**config.mk**
```make
export PLATFORM = sky130hd
export DESIGN_NAME = sprite_blitter
export DESIGN_NICKNAME = d
export VERILOG_FILES = /design/src/rtl/sprite_defs.sv /design/src/rtl/sprite_pixel_counter.sv /design/src/rtl/sprite_blitter.sv
export SDC_FILE = /design/constraint.sdc
export NUM_CORES = 1
export LEC_CHECK = 0
export BUFFER_PORTS_ARGS = -buffer_cell sky130_fd_sc_hd__buf_2
export CAP_MARGIN = 20
export CORE_MARGIN = 1
export CORE_UTILIZATION = 48
export DETAILED_ROUTE_END_ITERATION = 10
export GPL_TIMING_DRIVEN = 0
export PLACE_DENSITY = 0.84
export SLEW_MARGIN = 10
export SYNTH_ARGS = -nofsm -noshare
export SYNTH_HDL_FRONTEND = slang
export SYNTH_SLANG_ARGS = --single-unit
```
**constraint.sdc**
```tcl
create_clock -name clock -period 3.4 [get_ports clock]
set_input_delay 0.34 -clock clock [delete_from_list [all_inputs] [get_ports clock]]
set_output_delay 0.34 -clock clock [all_outputs]
set_load 0.005 [all_outputs]
```
**src/rtl/sprite_defs.sv**
```systemverilog
// sprite_defs: shared definitions for the sprite blitter slice.
//   - FSM state encoding for sprite_blitter
//   - clog2 helper (never returns less than 1, so index ports stay legal)
//   - default sprite geometry constants
package sprite_defs;

  typedef enum logic [1:0] {
    ST_IDLE  = 2'd0,
    ST_ERASE = 2'd1,
    ST_DRAW  = 2'd2,
    ST_DONE  = 2'd3
  } state_t;

  localparam int unsigned DEF_N_CH  = 4;
  localparam int unsigned DEF_SPR_W = 5;
  localparam int unsigned DEF_SPR_H = 5;
  localparam int unsigned DEF_CELL  = 5;
  localparam int unsigned DEF_COL_W = 3;
  localparam int unsigned DEF_GX_W  = 5;
  localparam int unsigned DEF_GY_W  = 5;
  localparam int unsigned DEF_XW    = 8;
  localparam int unsigned DEF_YW    = 7;

  // Ceiling log2, minimum 1 bit.
  function automatic int unsigned clog2(input int unsigned v);
    int unsigned res;
    res = 0;
    for (int unsigned i = 0; i < 32; i++) begin
      if ((64'd1 << i) < 64'(v)) res = i + 1;
    end
    return (res == 0) ? 1 : res;
  endfunction

endpackage

```
**src/rtl/sprite_pixel_counter.sv**
```systemverilog
// sprite_pixel_counter: column/row sweep counter for a W x H sprite.
// Ports:
//   clock, reset_n : clock and synchronous active-low reset
//   enable         : advance one pixel (column first, row on column wrap)
//   clear          : synchronous return to (0,0), overrides enable
//   c, r           : current column / row
//   last           : high while at (W-1, H-1)
module sprite_pixel_counter
  import sprite_defs::*;
#(
  parameter int unsigned W = DEF_SPR_W,
  parameter int unsigned H = DEF_SPR_H
) (
  input  logic                clock,
  input  logic                reset_n,
  input  logic                enable,
  input  logic                clear,
  output logic [clog2(W)-1:0] c,
  output logic [clog2(H)-1:0] r,
  output logic                last
);

  localparam int unsigned CB = clog2(W);
  localparam int unsigned RB = clog2(H);

  logic c_wrap;
  logic r_wrap;

  assign c_wrap = (c == CB'(W - 1));
  assign r_wrap = (r == RB'(H - 1));
  assign last   = c_wrap && r_wrap;

  // Wrapping at the last pixel lands back on (0,0), so back-to-back passes need no clear.
  always_ff @(posedge clock) begin
    if (!reset_n || clear) begin
      c <= '0;
      r <= '0;
    end else if (enable) begin
      if (c_wrap) begin
        c <= '0;
        r <= r_wrap ? '0 : r + RB'(1);
      end else begin
        c <= c + CB'(1);
      end
    end
  end

endmodule

```
**src/rtl/sprite_blitter.sv**
```systemverilog
// sprite_blitter: round-robin multi-channel sprite renderer feeding vga_adapter.
// For a granted channel it erases the previously drawn footprint (if any), then
// draws the new bitmap one pixel per clock; hide erases without redrawing.
// Ports:
//   clock, reset_n          : clock, synchronous active-low reset
//   req, hide               : per-channel request level / erase-only flag
//   gx, gy, shape, colour   : per-channel packed slices (channel k in slice k)
//   ack                     : one-hot grant pulse (grant cycle)
//   busy, done, done_ch     : pass in progress / completion pulse and channel
//   x, y, col_out, plot     : pixel write port, combinational from state/counters
module sprite_blitter
  import sprite_defs::*;
#(
  parameter int unsigned N_CH        = DEF_N_CH,
  parameter int unsigned SPR_W       = DEF_SPR_W,
  parameter int unsigned SPR_H       = DEF_SPR_H,
  parameter int unsigned CELL        = DEF_CELL,
  parameter int unsigned COL_W       = DEF_COL_W,
  parameter int unsigned GX_W        = DEF_GX_W,
  parameter int unsigned GY_W        = DEF_GY_W,
  parameter int unsigned XW          = DEF_XW,
  parameter int unsigned YW          = DEF_YW,
  parameter int unsigned BG          = 0,
  parameter int unsigned TRANSPARENT = 1
) (
  input  logic                           clock,
  input  logic                           reset_n,
  input  logic [N_CH-1:0]                req,
  input  logic [N_CH-1:0]                hide,
  input  logic [N_CH*GX_W-1:0]           gx,
  input  logic [N_CH*GY_W-1:0]           gy,
  input  logic [N_CH*SPR_W*SPR_H-1:0]    shape,
  input  logic [N_CH*COL_W-1:0]          colour,
  output logic [N_CH-1:0]                ack,
  output logic                           busy,
  output logic                           done,
  output logic [clog2(N_CH)-1:0]         done_ch,
  output logic [XW-1:0]                  x,
  output logic [YW-1:0]                  y,
  output logic [COL_W-1:0]               col_out,
  output logic                           plot
);

  localparam int unsigned P   = SPR_W * SPR_H;
  localparam int unsigned CHW = clog2(N_CH);
  localparam int unsigned CB  = clog2(SPR_W);
  localparam int unsigned RB  = clog2(SPR_H);
  localparam int unsigned IW  = clog2(P);

  state_t state, state_n;

  logic [CHW-1:0]   rr_ptr;
  logic [CHW-1:0]   ch_q;
  logic [N_CH-1:0]  prev_valid;
  logic [XW-1:0]    prev_x [N_CH];
  logic [YW-1:0]    prev_y [N_CH];

  logic [XW-1:0]    base_x;
  logic [YW-1:0]    base_y;
  logic [P-1:0]     shape_q;
  logic [COL_W-1:0] colour_q;
  logic             hide_q;

  logic [GX_W-1:0]  gx_a     [N_CH];
  logic [GY_W-1:0]  gy_a     [N_CH];
  logic [P-1:0]     shape_a  [N_CH];
  logic [COL_W-1:0] colour_a [N_CH];

  logic             grant_valid;
  logic             grant_fire;
  logic [CHW-1:0]   grant_ch;

  logic             cnt_en;
  logic             cnt_clr;
  logic [CB-1:0]    cnt_c;
  logic [RB-1:0]    cnt_r;
  logic             cnt_last;
  logic [IW-1:0]    pix_idx;
  logic             pix_bit;

  // Unpack per-channel slices.
  for (genvar k = 0; k < N_CH; k++) begin : g_slice
    assign gx_a[k]     = gx[k*GX_W +: GX_W];
    assign gy_a[k]     = gy[k*GY_W +: GY_W];
    assign shape_a[k]  = shape[k*P +: P];
    assign colour_a[k] = colour[k*COL_W +: COL_W];
  end

  sprite_pixel_counter #(
    .W (SPR_W),
    .H (SPR_H)
  ) u_counter (
    .clock   (clock),
    .reset_n (reset_n),
    .enable  (cnt_en),
    .clear   (cnt_clr),
    .c       (cnt_c),
    .r       (cnt_r),
    .last    (cnt_last)
  );

  // Round-robin: first requester strictly after rr_ptr, wrapping; held off during reset.
  always_comb begin
    logic           found;
    logic [CHW-1:0] cand;
    found    = 1'b0;
    cand     = '0;
    grant_ch = '0;
    for (int unsigned i = 1; i <= N_CH; i++) begin
      cand = CHW'((32'(rr_ptr) + i) % N_CH);
      if (!found && req[cand]) begin
        found    = 1'b1;
        grant_ch = cand;
      end
    end
    grant_valid = found && reset_n;
  end

  assign grant_fire = (state == ST_IDLE) && grant_valid;

  // Bitmap is row-major from the MSB.
  assign pix_idx = IW'(P - 1 - (32'(cnt_r) * SPR_W + 32'(cnt_c)));
  assign pix_bit = shape_q[pix_idx];

  // Control state.
  always_ff @(posedge clock) begin
    if (!reset_n) begin
      state      <= ST_IDLE;
      rr_ptr     <= CHW'(N_CH - 1);
      ch_q       <= '0;
      prev_valid <= '0;
    end else begin
      state <= state_n;
      if (grant_fire) begin
        rr_ptr <= grant_ch;
        ch_q   <= grant_ch;
      end
      if (state == ST_DONE) prev_valid[ch_q] <= !hide_q;
    end
  end

  // Grant-time latches (origin multiply done once here) and footprint history.
  always_ff @(posedge clock) begin
    if (grant_fire) begin
      base_x   <= XW'(32'(gx_a[grant_ch]) * CELL);
      base_y   <= YW'(32'(gy_a[grant_ch]) * CELL);
      shape_q  <= shape_a[grant_ch];
      colour_q <= colour_a[grant_ch];
      hide_q   <= hide[grant_ch];
    end
    if (state == ST_DONE && !hide_q) begin
      prev_x[ch_q] <= base_x;
      prev_y[ch_q] <= base_y;
    end
  end

  // Next state and pixel/handshake outputs.
  always_comb begin
    state_n = state;
    ack     = '0;
    busy    = 1'b0;
    done    = 1'b0;
    done_ch = '0;
    x       = '0;
    y       = '0;
    col_out = '0;
    plot    = 1'b0;
    cnt_en  = 1'b0;
    cnt_clr = 1'b0;
    case (state)
      ST_IDLE: begin
        cnt_clr = 1'b1;
        if (grant_valid) begin
          ack[grant_ch] = 1'b1;
          if (prev_valid[grant_ch])  state_n = ST_ERASE;
          else if (hide[grant_ch])   state_n = ST_DONE;
          else                       state_n = ST_DRAW;
        end
      end
      ST_ERASE: begin
        busy    = 1'b1;
        cnt_en  = 1'b1;
        plot    = 1'b1;
        col_out = COL_W'(BG);
        x       = prev_x[ch_q] + XW'(cnt_c);
        y       = prev_y[ch_q] + YW'(cnt_r);
        if (cnt_last) state_n = hide_q ? ST_DONE : ST_DRAW;
      end
      ST_DRAW: begin
        busy    = 1'b1;
        cnt_en  = 1'b1;
        x       = base_x + XW'(cnt_c);
        y       = base_y + YW'(cnt_r);
        plot    = pix_bit || (TRANSPARENT == 0);
        col_out = pix_bit ? colour_q : COL_W'(BG);
        if (cnt_last) state_n = ST_DONE;
      end
      ST_DONE: begin
        busy    = 1'b1;
        done    = 1'b1;
        done_ch = ch_q;
        state_n = ST_IDLE;
      end
      default: state_n = ST_IDLE;
    endcase
  end

endmodule

```
==> flow_summary_export.csv, run 1 <==
group,metric,value,unit
outcome,status,"complete, but fails checks",
outcome,violations,"negative setup slack",
placement,post-place-ws,-0.627,ns
global_route,gr-usage-met2,47.7,%
floorplanning,die_w,123,µm
layout,nNetsFinal,1033,
drt,vias,5876,
drt,drt_pass1_iterations,5,
worst_setup_path,cp-end-kind,"primary output",
floorplanning,die_h,123,µm
layout,antennaDiodeCount,0,
worst_setup_path,regToRegSetupSlack,0.16,ns
synthesis,ys_top_cells_by_area,"edfxtp_1, mux4_2, ha_1",
sta,fmax,235,MHz
global_route,grt_pass1_vias,5958,
global_route,antenna_found_initial,0,
floorplanning,ioPinCount,189,
synthesis,synth_cell_type_count,51,
synthesis,synth_most_common_cell,"edfxtp_1",
worst_setup_path,crit_fanout,6,
synthesis,synth_flop_cell,"edfxtp_1",
sta,finalSetupViolations,4,
placement,port_buffers,188,
sta,timing.final.hold_violations,0,
layout,nFillCells,1013,
drt,drc,0,
layout,final_cells,1025,
power_and_ir_drop,ir_worst_vdd,0.486,mV
cts,clockBufferDepth,2,
synthesis,synth.avg_cell_area,11.7,µm²
drt,wl_per_cell,19.3,µm
placement,dp_cells,972,
sta,timing.hold.ws,0.290,ns
floorplanning,die_area,15000,µm²
cts,cts_tree,"yes",
cts,clk_pin_slew,0.06,ns
layout,design_area,9210,µm²
sta,grt_setup_unrepaired,"true",
floorplanning,core,14000,µm²
worst_setup_path,arrival,3.91,ns
layout,drive_above_1_share,40.5,%
cts,cts-htree-levels,4,
global_route,grt_util_all_layers,27.8,%
synthesis,yosysWarnings,0,
global_route,grt.overflow.total,0,
global_route,grt_pass1_wl,30800,µm
synthesis,synth_top_area_share,44.7,%
layout,seqCellArea,3500,µm²
drt,via_per_inst,5.73,
synthesis,synth_cells,599,
worst_setup_path,crit_path_start_kind,"flop",
synthesis,synth_edf_count,104,
sta,clock_skew,0.00619,ns
global_route,met1_usage,34.9,%
sta,final.setup.worst_slack,-0.850,ns
worst_setup_path,cp.required,3.06,ns
cts,holdBufCountCts,0,
placement,place_hpwl,14200,µm
power_and_ir_drop,power_density,805,nW/µm²
synthesis,synth_top_cells_by_count,"edfxtp_1, nand2_1, and2_1",
hold_path,hold_class,"in2reg",
sta,fin_crit_sh,125,%
cts,clock_latency,0.42,ns
global_route,grt_use_met3,5.16,%
synthesis,synth_largest_area_cell,"edfxtp_1",
global_route,grt_max_degree,29,
synthesis,syn_area,6990,µm²
layout,multi_input_area,3420,µm²
power_and_ir_drop,power,7.42,mW
global_route,grt.busiest_layer,"met2",
cts,cts.sink_count,122,
cts,cts_root_buffer,"clkbuf_16",
placement,placed_area,8260,µm²
layout,syn_to_final_growth,31.9,%
placement,place_congestion,0.903,
drt,final_antenna_net_count,0,
drt,wl,19800,µm
run,drv_cap,0,
worst_setup_path,path_class,"reg2out",
synthesis,syn_nets,800,
sta,slew_viol_final,0,
sta,layout_min_cycle_time,4.25,ns
floorplanning,initial_core_util,49.8,%
sta,worst_pin_slew,0.929,ns
power_and_ir_drop,power_leakage,3.71,nW
synthesis,async_flop_share,0,%
sta,relSlewSlack,37.7,%
floorplanning,placementRows,43,
cts,cts_buffers,17,
drt,drt-initial-drc-count,510,
synthesis,ys_seq_elements,122,
synthesis,synth-seq-area-share,49.9,%
-- stage by stage --
stage / TNS, ns / util (%)
2_1_floorplan: -0.0178 / -
3_3_place_gp: -6.92 / 58.2
3_5_place_dp: -7.69 / 58.9
4_1_cts: -3.34 / 64.9
5_1_grt: -3.53 / 65.6
6_report: -3.29 / 65.6
-- power breakdown --
part           total, mW  switching, mW  internal [mW]
Sequential          2.45          0.252           2.20
Clock               1.64          0.704          0.941
Combinational       3.32           1.82           1.50
Total               7.42           2.78           4.64
-- sequential cells by signal, indices dropped and copies added (netlist names), named ones only --
register	flops
state	2
base_x	8
colour_q	3
hide_q	1
ch_q	2
shape_q	25
u_counter.c	3
prev_y	28
u_counter.r	3
prev_x	32
base_y	7
rr_ptr	2
prev_valid	4
-- cell type report --
cell class	count	share of cell area [%]
Inverter	22	0.896
Sequential cell	122	38.0
Clock inverter	15	1.28
Multi-Input combinational cell	419	37.1
Clock buffer	17	4.62
Buffer	32	2.29
Timing Repair Buffer	218	13.4
Tap cell	180	2.44
-- final timing paths --
check	cells past startpoint	endpoint	startpoint
hold reg to reg	1	state[1]	state[1]
setup reg to reg	11	base_y[5]	rr_ptr[0]
hold / removal	3	shape_q[14]	shape[39]
setup / recovery	12	plot	u_counter.r[0]
-- cells in the final DEF, fill, tap and decap left out, drive strengths merged, types with 4 or more instances in the layout --
master    count
xor2          4
fa            6
nand3         4
buf         236
nor2         16
dfxtp        18
mux4         22
and2         53
a211oi       42
and3          5
o21a          7
nand2        89
clkinvlp      6
mux2          5
a31oi        39
inv          28
a21o          4
o21ai        12
mux2i        15
xnor2        10
nand2b        4
nand3b        4
clkbuf       31
ha           33
edfxtp      104
nor2b         6
a21oi        14
-- critical path, cell delays in order, from the launching register on --
cell and delay (ns):
dfxtp_4 0.35, ha_4 0.25, inv_2 0.03, fa_1 0.51, ha_2 0.19, inv_2 0.04
fa_1 0.52, clkbuf_8 0.17, mux4_2 0.30, mux4_2 0.48, o211a_4 0.31, o21a_1 0.21
buf_2 0.12
-- kinds of logic after synthesis --
family | after synthesis | share of synthesized area, %
fa+ha+maj | 39 | 7.63
flops | 122 | 49.9
xor+xnor | 14 | 1.75
mux | 42 | 10.0
buf+inv | 58 | 3.72
simple gates | 197 | 14.0
compound gates | 127 | 13.0
-- routing by layer --
metal | up-vias | wire (µm)
met5 | - | 0
met2 | 331 | 9780
li1 | 2696 | -
met3 | 62 | 1340
met1 | 2787 | 8090
met4 | 0 | 617
-- timing repair --
action	CTS	global route
buffers inserted	14	11
endpoints found under the hold margin	0	0
gates resized for setup	51	24
pin swaps	14	13
setup endpoints to repair	25	19
Note: power is estimated with default switching activity, not from simulation.
==> inputs of run 2 (changes only) <==
Settings changed: PLACE_DENSITY 0.84 to 0.77.
==> run 2 against run 1 <==
Net effect: the flow still finishes with violations (negative setup slack); sequential power is essentially flat; combinational power is essentially flat; non-clock buffer count shrank 4; design area grew 0.86%; largest cell class unchanged.
==> flow_summary_export.csv, run 2 (synthesis results as in run 1) <==
group,metric,value,unit
layout,antennaDiodeCount,0,
drt,via_per_inst,5.75,
sta,fin_crit_sh,122,%
cts,clockBufferDepth,2,
drt,final_antenna_net_count,0,
sta,finalSetupViolations,4,
worst_setup_path,crit_path_start_kind,"flop",
layout,largest_reg_flops,32,
power_and_ir_drop,power_density,835,nW/µm²
drt,vias,5868,
run,drv_cap,0,
drt,drt-initial-drc-count,492,
hold_path,hold_class,"in2reg",
worst_setup_path,cp_num_buf_inv,4,
cts,cts.sink_count,122,
floorplanning,die_h,123,µm
power_and_ir_drop,internal-power,5.00,mW
placement,post-place-ws,-0.750,ns
sta,grt_setup_unrepaired,"true",
sta,clock_skew,0.00640,ns
floorplanning,die_area,15000,µm²
worst_setup_path,cpMaxStageDelayCell,"fa_1",
cts,clk_pin_slew,0.06,ns
worst_setup_path,cp-end-kind,"primary output",
sta,timing.hold.ws,0.301,ns
layout,nFillCells,1024,
floorplanning,die_w,123,µm
global_route,grt_util_all_layers,27.9,%
layout,drive_above_1_share,40.8,%
worst_setup_path,crit_fanout,5,
drt,drc,0,
drt,wl,19900,µm
worst_setup_path,path_cells,"ha_4, inv_2, fa_1, ha_2, inv_2, fa_1, clkbuf_8, mux4_2, mux4_2, o211a_4, o21a_1, buf_2",
power_and_ir_drop,ir_worst_vdd,0.474,mV
layout,final_cells,1021,
layout,nNetsFinal,1029,
placement,place_hpwl,14500,µm
power_and_ir_drop,power,7.76,mW
power_and_ir_drop,pwr-share-clk,25.3,%
worst_setup_path,cp.required,3.06,ns
global_route,grt_pass1_wl,30900,µm
power_and_ir_drop,power_leakage,3.75,nW
sta,worst_pin_slew,0.950,ns
power_and_ir_drop,switching_share,35.6,%
placement,dp_cells,972,
layout,syn_to_final_growth,33.0,%
cts,cts_buffers,17,
floorplanning,core,14000,µm²
worst_setup_path,max_stage_delay,0.50,ns
floorplanning,placementRows,43,
sta,final.setup.worst_slack,-0.751,ns
placement,place_congestion,0.956,
outcome,violations,"negative setup slack",
power_and_ir_drop,p_seq_share,31.6,%
sta,timing.final.hold_violations,0,
global_route,grt_pass1_vias,6021,
power_and_ir_drop,power_frac_comb,43.1,%
sta,fmax,241,MHz
cts,holdBufCountCts,0,
power_and_ir_drop,p_switching,2.76,mW
worst_setup_path,arrival,3.81,ns
layout,top_register,"prev_x",
layout,reg_top3,"prev_x x32, prev_y x28, shape_q x25",
cts,cts_root_buffer,"clkbuf_16",
cts,cts-htree-levels,4,
global_route,grt_max_degree,33,
sta,layout_min_cycle_time,4.15,ns
global_route,antenna_found_initial,0,
worst_setup_path,path_class,"reg2out",
cts,cts_tree,"yes",
layout,final_cell_mix,"buf_2, edfxtp_1, nand2_1, and2_1, a211oi_1",
floorplanning,ioPinCount,189,
floorplanning,initial_core_util,49.8,%
global_route,grt.overflow.total,0,
worst_setup_path,critPathTopFamily,"adder cells",
cts,clock_latency,0.41,ns
layout,final_util,66.2,%
placement,port_buffers,188,
drt,drt_pass1_iterations,7,
outcome,status,"complete, but fails checks",
drt,wl_per_cell,19.5,µm
layout,layout_commonest_cell,"buf_2",
sta,relSlewSlack,35.9,%
sta,slew_viol_final,0,
## run 2: changes by cell type in the layout (fill, tap and decap cells not counted), sizes merged
cell      before  now
buf          236  231
bufinv         0    5
clkbuf        31   32
clkinvlp       6    5
inv           28   24
## run 2: final timing paths
| path | start | to | slack (ns) | cells past startpoint |
|---|---|---|---|---|
| worst max register to register | rr_ptr[0] | base_x[6] | 0.11 | 13 |
| worst min register to register | prev_valid[3] | prev_valid[3] | 0.52 | 2 |
| worst max-delay path | u_counter.c[2] | plot | -0.75 | 12 |
| worst min-delay path | shape[48] | shape_q[23] | 0.30 | 3 |
## run 2: final cells by class
type / instances / area (µm²) / area share [%]
buffer: 30 / 203 / 2.18
clock buffer: 17 / 425 / 4.58
clock inverter: 15 / 223 / 2.40
inverter: 22 / 82.6 / 0.889
multi-input combinational: 419 / 3420 / 36.8
sequential: 122 / 3510 / 37.7
tap: 180 / 225 / 2.42
timing repair buffer: 216 / 1210 / 13.0
## run 2: layer usage
metal  track usage, %  vias to the layer above  share of wire (%)
li1                 -                     2688                  -
met1             34.6                     2795                 40
met2             48.8                      334                 51
met3             4.51                       51                6.9
met4             10.4                        0                2.7
met5                0                        -                  0
## run 2: timing repair
| action | in CTS | in global routing |
|---|---|---|
| pin swaps | 15 | 11 |
| endpoints found under the hold margin | 0 | 0 |
| resized for setup | 57 | 23 |
| endpoints found under the setup margin | 26 | 20 |
| buffers inserted | 17 | 6 |
## run 2: stage by stage
stage / area [µm²] / TNS (ns)
detailed placement: 8260 / -9.45
floorplan: 7000 / -0.0178
CTS: 9250 / -3.15
finish: 9290 / -2.91
global route: 9290 / -3.28
global placement: 8170 / -8.27
## run 2: power by group through the flow
stage               sequential [mW]  clock [mW]  combinational, mW
floorplan                      2.34           0               2.12
global placement               2.41           0               2.89
detailed placement             2.44           0               3.06
CTS                            2.42        1.97               3.31
global route                   2.49        2.04               3.67
finish                         2.45        1.96               3.34
## run 2: worst min-delay path: cells and delay by family
| family | cells | cell delay [ns] |
|---|---|---|
| buf+inv | 1 | 0.08 |
| compound gates | 2 | 0.18 |
